### src/rtl/interboard_tx_pkg.sv
// Shared types for the board-to-board transmit path: FSM state encodings and
// the {type,number} message layout.
package interboard_tx_pkg;

  localparam int TYPE_W   = 3;
  localparam int NUM_W    = 5;
  localparam int MSG_BITS = TYPE_W + NUM_W;

  typedef enum logic [1:0] {
    TX_IDLE         = 2'd0,
    TX_REQ          = 2'd1,
    TX_WAIT_ACK_LOW = 2'd2,
    TX_DONE         = 2'd3
  } tx_state_e;

  // Field order on the wire: type in the upper bits, number in the lower bits.
  typedef struct packed {
    logic [TYPE_W-1:0] msg_type;
    logic [NUM_W-1:0]  number;
  } tx_msg_t;

  function automatic logic [MSG_BITS-1:0] pack_msg(input logic [TYPE_W-1:0] t,
                                                   input logic [NUM_W-1:0]  n);
    tx_msg_t m;
    m.msg_type = t;
    m.number   = n;
    return m;
  endfunction

endpackage

### src/rtl/interboard_tx_if.sv
// Controller request, peer handshake and status signals of the transmit block.
// master = the transmitter, slave = its surroundings (controller + peer).
interface interboard_tx_if
  import interboard_tx_pkg::*;
#(
  parameter int MSG_W = 8
);
  logic              ctrl_en;
  logic [TYPE_W-1:0] ctrl_msg_type;
  logic [NUM_W-1:0]  ctrl_number;
  logic              transmit;
  logic              inter_ready;
  logic              tx_request;
  logic [MSG_W-1:0]  tx_data;
  logic              rx_ack;
  logic              busy;
  logic              overrun;
  logic              tx_timeout;

  modport master (
    input  ctrl_en, ctrl_msg_type, ctrl_number, transmit, rx_ack,
    output inter_ready, tx_request, tx_data, busy, overrun, tx_timeout
  );

  modport slave (
    output ctrl_en, ctrl_msg_type, ctrl_number, transmit, rx_ack,
    input  inter_ready, tx_request, tx_data, busy, overrun, tx_timeout
  );
endinterface

### src/rtl/ack_synchronizer.sv
// STAGES-deep flop chain bringing an asynchronous handshake line into clk.
// clr is a synchronous clear; shared by the transmit and receive sides.
module ack_synchronizer #(
  parameter int STAGES = 2
) (
  input  logic clk,
  input  logic rst,
  input  logic clr,
  input  logic d,
  output logic q
);
  logic [STAGES-1:0] sync_q;

  always_ff @(posedge clk or negedge rst) begin
    if (!rst)     sync_q <= '0;
    else if (clr) sync_q <= '0;
    else          sync_q <= {sync_q[STAGES-2:0], d};
  end

  assign q = sync_q[STAGES-1];
endmodule

### src/rtl/interboard_tx.sv
// Board-to-board transmitter: 4-phase req/ack send of one {type,number} message.
// Optional ack timeout abort: define INTERBOARD_TX_TIMEOUT_EN.
module interboard_tx
  import interboard_tx_pkg::*;
#(
  parameter int MSG_W          = 8,
  parameter int SYNC_STAGES    = 2,
  parameter int TIMEOUT_CYCLES = 1000000
) (
  input  logic            clk,
  input  logic            rst,
  input  logic            interboard_rst,
  interboard_tx_if.master io
);

  if (SYNC_STAGES < 2 || TIMEOUT_CYCLES < 2) begin : g_param_chk
    $error("interboard_tx: SYNC_STAGES and TIMEOUT_CYCLES must be at least 2");
  end

  logic ack_s;

  ack_synchronizer #(.STAGES(SYNC_STAGES)) u_ack_sync (
    .clk (clk),
    .rst (rst),
    .clr (interboard_rst),
    .d   (io.rx_ack),
    .q   (ack_s)
  );

  tx_state_e        state;
  logic             req_q;
  logic             ready_q;
  logic             busy_q;
  logic             ovr_q;
  logic [MSG_W-1:0] data_q;

`ifdef INTERBOARD_TX_TIMEOUT_EN
  localparam int CNT_W = $clog2(TIMEOUT_CYCLES);

  logic [CNT_W-1:0] cnt;
  logic             to_q;
  logic             active;
  logic             leave;
  logic             expired;

  assign active  = (state == TX_REQ) || (state == TX_WAIT_ACK_LOW);
  assign leave   = ((state == TX_REQ) && ack_s) || ((state == TX_WAIT_ACK_LOW) && !ack_s);
  assign expired = active && (cnt == CNT_W'(TIMEOUT_CYCLES - 1));

  // Counter restarts on every state change so each handshake phase gets a full window.
  always_ff @(posedge clk or negedge rst) begin
    if (!rst) begin
      cnt  <= '0;
      to_q <= 1'b0;
    end else if (interboard_rst) begin
      cnt  <= '0;
      to_q <= 1'b0;
    end else begin
      to_q <= expired;
      cnt  <= (active && !leave && !expired) ? cnt + 1'b1 : '0;
    end
  end

  assign io.tx_timeout = to_q;
`else
  assign io.tx_timeout = 1'b0;
`endif

  always_ff @(posedge clk or negedge rst) begin
    if (!rst) begin
      state   <= TX_IDLE;
      req_q   <= 1'b0;
      data_q  <= '0;
      ready_q <= 1'b0;
      busy_q  <= 1'b0;
      ovr_q   <= 1'b0;
    end else if (interboard_rst) begin
      state   <= TX_IDLE;
      req_q   <= 1'b0;
      data_q  <= '0;
      ready_q <= 1'b0;
      busy_q  <= 1'b0;
      ovr_q   <= 1'b0;
    end else begin
      ready_q <= 1'b0;
      // Includes the DONE edge that emits inter_ready: still busy there.
      if (io.ctrl_en && state != TX_IDLE) ovr_q <= 1'b1;

      unique case (state)
        TX_IDLE: begin
          if (io.ctrl_en && io.transmit) begin
            data_q <= MSG_W'(pack_msg(io.ctrl_msg_type, io.ctrl_number));
            req_q  <= 1'b1;
            busy_q <= 1'b1;
            state  <= TX_REQ;
          end
        end
        TX_REQ: begin
          if (ack_s) begin
            req_q <= 1'b0;
            state <= TX_WAIT_ACK_LOW;
          end
        end
        TX_WAIT_ACK_LOW: begin
          if (!ack_s) state <= TX_DONE;
        end
        TX_DONE: begin
          // Completion is held back until the game FSM is back in a sending state.
          if (io.transmit) begin
            ready_q <= 1'b1;
            busy_q  <= 1'b0;
            state   <= TX_IDLE;
          end
        end
        default: state <= TX_IDLE;
      endcase

`ifdef INTERBOARD_TX_TIMEOUT_EN
      if (expired) begin
        req_q  <= 1'b0;
        busy_q <= 1'b0;
        state  <= TX_IDLE;
      end
`endif
    end
  end

  assign io.tx_request  = req_q;
  assign io.tx_data     = data_q;
  assign io.inter_ready = ready_q;
  assign io.busy        = busy_q;
  assign io.overrun     = ovr_q;

endmodule
### src/flat_wrapper.sv
// flat-port wrapper written by rule: the top's interface ports become plain ports
module interboard_tx_flat import interboard_tx_pkg::*;
#(
  parameter int MSG_W          = 8,
  parameter int SYNC_STAGES    = 2,
  parameter int TIMEOUT_CYCLES = 1000000
)
  (clk, rst, interboard_rst, io_ctrl_en, io_ctrl_msg_type, io_ctrl_number, io_transmit, io_rx_ack, io_inter_ready, io_tx_request, io_tx_data, io_busy, io_overrun, io_tx_timeout);
  interboard_tx_if #(.MSG_W(MSG_W)) io_i ();
  input  logic clk;
  input  logic rst;
  input  logic interboard_rst;
  input wire logic [$bits(io_i.ctrl_en)-1:0] io_ctrl_en;
  input wire logic [$bits(io_i.ctrl_msg_type)-1:0] io_ctrl_msg_type;
  input wire logic [$bits(io_i.ctrl_number)-1:0] io_ctrl_number;
  input wire logic [$bits(io_i.transmit)-1:0] io_transmit;
  input wire logic [$bits(io_i.rx_ack)-1:0] io_rx_ack;
  output wire logic [$bits(io_i.inter_ready)-1:0] io_inter_ready;
  output wire logic [$bits(io_i.tx_request)-1:0] io_tx_request;
  output wire logic [$bits(io_i.tx_data)-1:0] io_tx_data;
  output wire logic [$bits(io_i.busy)-1:0] io_busy;
  output wire logic [$bits(io_i.overrun)-1:0] io_overrun;
  output wire logic [$bits(io_i.tx_timeout)-1:0] io_tx_timeout;
  assign io_i.ctrl_en = io_ctrl_en;
  assign io_i.ctrl_msg_type = io_ctrl_msg_type;
  assign io_i.ctrl_number = io_ctrl_number;
  assign io_i.transmit = io_transmit;
  assign io_i.rx_ack = io_rx_ack;
  assign io_inter_ready = io_i.inter_ready;
  assign io_tx_request = io_i.tx_request;
  assign io_tx_data = io_i.tx_data;
  assign io_busy = io_i.busy;
  assign io_overrun = io_i.overrun;
  assign io_tx_timeout = io_i.tx_timeout;
  interboard_tx #(.MSG_W(MSG_W), .SYNC_STAGES(SYNC_STAGES), .TIMEOUT_CYCLES(TIMEOUT_CYCLES)) u_core (.clk(clk), .rst(rst), .interboard_rst(interboard_rst), .io(io_i));
endmodule
### config.mk
export PLATFORM = sky130hd
export DESIGN_NAME = interboard_tx_flat
export DESIGN_NICKNAME = d
export VERILOG_FILES = /design/src/rtl/interboard_tx_pkg.sv /design/src/rtl/interboard_tx_if.sv /design/src/rtl/ack_synchronizer.sv /design/src/rtl/interboard_tx.sv /design/src/flat_wrapper.sv
export SDC_FILE = /design/constraint.sdc
export NUM_CORES = 1
export LEC_CHECK = 0
export CAP_MARGIN = 40
export CORE_MARGIN = 3
export CORE_UTILIZATION = 46
export CTS_CLUSTER_DIAMETER = 30
export DETAILED_ROUTE_END_ITERATION = 10
export PLACE_DENSITY_LB_ADDON = 0.12
export SETUP_SLACK_MARGIN = 0.05
export SLEW_MARGIN = 20
export SYNTH_ARGS = -nofsm -noshare
export SYNTH_HDL_FRONTEND = slang
export SYNTH_HIERARCHICAL = 1
export SYNTH_SLANG_ARGS = --single-unit
### constraint.sdc
create_clock -name clk -period 4.43 [get_ports clk]
set_clock_uncertainty 0.15 [all_clocks]
set_input_delay 0.886 -clock clk [delete_from_list [all_inputs] [get_ports clk]]
set_output_delay 0.886 -clock clk [all_outputs]
set_load 0.05 [all_outputs]
==> summary.md <==
| Metric | Value |
|---|---|
| Post-Synthesis Cells | 77 |
| Initial core utilization | between 50% and 60% |
| Power density over the cells | between 500 and 600 mW/mm² |
| Vias in the first global route | 561 |
| Critical path type | reg -> out |
| Crit share post-route | a little under three fifths |
| IR drop worst, VDD | 0.299 mV |
| Initial antenna violation count | 0 |
| Critical-path cell list | clkdlybuf4s50_1 |
| Type of origin of the critical path | register |
| CTS Sinks | 16 |
| Post-synthesis cell type count | 24 |
| Initial DRC Count | 6 |
| Synth Warn # | 6 |
| Fin cells | 119 |
| ANT cells | 0 |
| CTS buffer count | 3 |
| Final #Nets | 123 |
| Post_cts resized | 0 |
| # DRC | 0 |
| GPL Wtd Cong | 0.721 |
| Mapped Avg Cell Area | 10.1 µm² |
| P_sw | 0.231 mW |
| Hold crit path type | reg -> reg |
| Buffers on Ports | 25 |
| WP data required | 3390 ps |
| Final hold viol count | 0 |
| Final wirelength | roughly 1.6 mm |
| H-tree depth | 1 |
| Worst-path clk slew | about 100 ps |
| Post-synth EDFFs | 0 |
| Share of cells above drive strength 1 | approximately an eighth |
| Cts hold-fix bufs | 0 |
| Buffers inserted by post-CTS timing repair | 0 |
| Pin count of the biggest net entering global routing | 17 |
| Setup TNS Final | 0 ps |
| Syn-to-layout area delta | 36.6% |
| FP Rows | 14 |
| R2R setup slack | 2680 ps |
| Max-slew violations | 0 |
| Max Clk Rate | 0.392 GHz |
| Post-synthesis async set-or-reset flop share | 100% |
| Leak pwr | between 0.4 and 0.5 nW |
| Layout filler cell count | 125 |
| Vias/cell | 5.13 |
| Total die area | between 0.002 and 0.0025 mm² |
| Gate power share | 47.3% |
| GRT Util Overall | between 10% and 20% |
| Worst path bufs/invs | 1 |
| Sequential power share | between 30% and 40% |
| Critical path's top delay family | buffers and inverters |
| Final min period | 2550 ps |
| Post-Syn Area | 776 µm² |
| Max incr delay on CP | 820 ps |
| First-pass iteration count of the detailed router | 4 |
| First-pass GRT wire length | between 2 and 2.5 mm |
| Status | completed |
| Placed insts | around 120 |
| Via count | just over 600 |
| Ports | 27 |
| Crit path DAT | between 1500 and 2000 ps |
| Post-route ant nets | 0 |
| Setup violations, final | 0 |
| Crit-path max FO | 3 |
| Clock Power Share | 17.8% |
| Root buf cell | clkbuf_4 |
| Core Region | 0.00154 mm² |
| Worst Setup End Kind | primary output |
| Pint | 0.322 mW |
| Die Width | 47.1 µm |
| Least-Margin Pin Slew | ~710 ps |
| Dpl hpwl | 1.13 mm |
| CTS tree | done |
| RSZ-0062 raised after global routing | false |
| Skew-Pair Late Insertion Delay | between 200 and 300 ps |
| Relative slew slack | 52.3% |
| Number of synthesized register bits | 16 |
| Syn_nets | 96 |
| WL/cell | approximately 13 µm |
| Switching Share | 41.8% |
| Max_cap viols | 0 |
| GRT Residual Overflow | 0 |
| Clock Path Buffers | 2 |
| Ys flop type | dfrtp_1 |
| Die Y | around 47 µm |
| Slowest-stage cell, CP | clkdlybuf4s50_1 |
| Seq/Total Area, Yosys | 51.6% |
[final timing paths]
path,start,endpoint,cells after the start
setup reg to reg,u_core/state[1],u_core/io.busy,6
max in group asynchronous,rst,u_core/io.tx_data[3],1
setup / recovery,u_core/io.busy,io_busy,1
hold reg to reg,u_core/u_ack_sync/sync_q[0],u_core/u_ack_sync/sync_q[1],1
min in group asynchronous,rst,u_core/io.busy,1
hold / removal,u_core/u_ack_sync/sync_q[0],u_core/u_ack_sync/sync_q[1],1
[cell usage in the layout (no fill, tap or decap), drive strengths merged, types with 2 or more instances in the layout]
cell	netlist	final
clkdlybuf4s50	0	25
nor2	5	5
clkbuf	1	4
nor2b	3	3
dfrtp	16	16
a21oi	11	11
ha	5	5
nand2	18	18
inv	4	4
and3	2	2
o21ai	2	2
[cells in the mapped netlist, types with 2 or more instances]
master	count	area, µm²
a21oi_1	9	45.0
a21oi_2	2	17.5
dfrtp_1	16	400
ha_1	5	62.6
inv_1	4	15.0
nand2_1	18	67.6
nor2_1	3	11.3
nor2_2	2	12.5
nor2b_1	3	18.8
[area by class of cell]
class	count	area [µm²]	share of cell area, %
sequential	16	400	37.8
multi-input combinational	54	338	31.9
timing repair buffer	25	250	23.6
clock buffer	4	36.3	3.42
tap	16	20.0	1.89
inverter	4	15.0	1.42
[per-stage QoR]
step	utilization, %	worst slack [ps]	hold slack (ps)	total power [mW]	area, µm²
final	68.8	1880	325	0.554	1060
after global routing	68.8	1850	372	0.592	1060
after CTS	68.8	1870	336	0.559	1060
after detailed placement	66.4	1990	312	0.458	1020
after global placement	66.4	2050	303	0.453	1020
after floorplan	-	2710	289	0.386	776
[power groups by stage]
stage,Clock (mW),Combinational [mW],Sequential [mW]
3_5_place_dp,0,0.261,0.197
3_3_place_gp,0,0.257,0.196
4_1_cts,0.103,0.262,0.194
6_report,0.0984,0.262,0.193
2_1_floorplan,0,0.131,0.254
5_1_grt,0.109,0.286,0.198
[routing by layer]
layer / global-route usage (%) / up-vias / wire [µm] / part of all wire, %
met2: 23.0 / 21 / 753 / 48
met1: 22.0 / 281 / 697 / 45
met3: 3.07 / 2 / 96 / 6.1
li1: - / 307 / - / -
met5: 0 / - / 0 / 0
met4: 8.29 / 0 / 19 / 1.2
[registers in the layout, summed over array words and instances (netlist names)]
register,cells
u_core/io.tx_data,8
u_core/io.overrun,1
u_core/u_ack_sync/sync_q,2
u_core/io.inter_ready,1
u_core/io.busy,1
u_core/state,2
u_core/io.tx_request,1
[cell families (layout without fill, tap and decap cells)]
| family | count (synthesis) | after routing | share of synthesized area (%) |
|---|---|---|---|
| buffers and inverters | 7 | 33 | 4.84 |
| flip-flops | 16 | 16 | 51.6 |
| AO/OA/AOI/OAI | 18 | 18 | 16.6 |
| other | 1 | 1 | 0.483 |
| AND/OR/NAND/NOR | 29 | 29 | 16.6 |
| multiplexers | 1 | 1 | 1.77 |
| adder cells (fa/ha/maj) | 5 | 5 | 8.06 |
(Power assumes the default switching activity.)
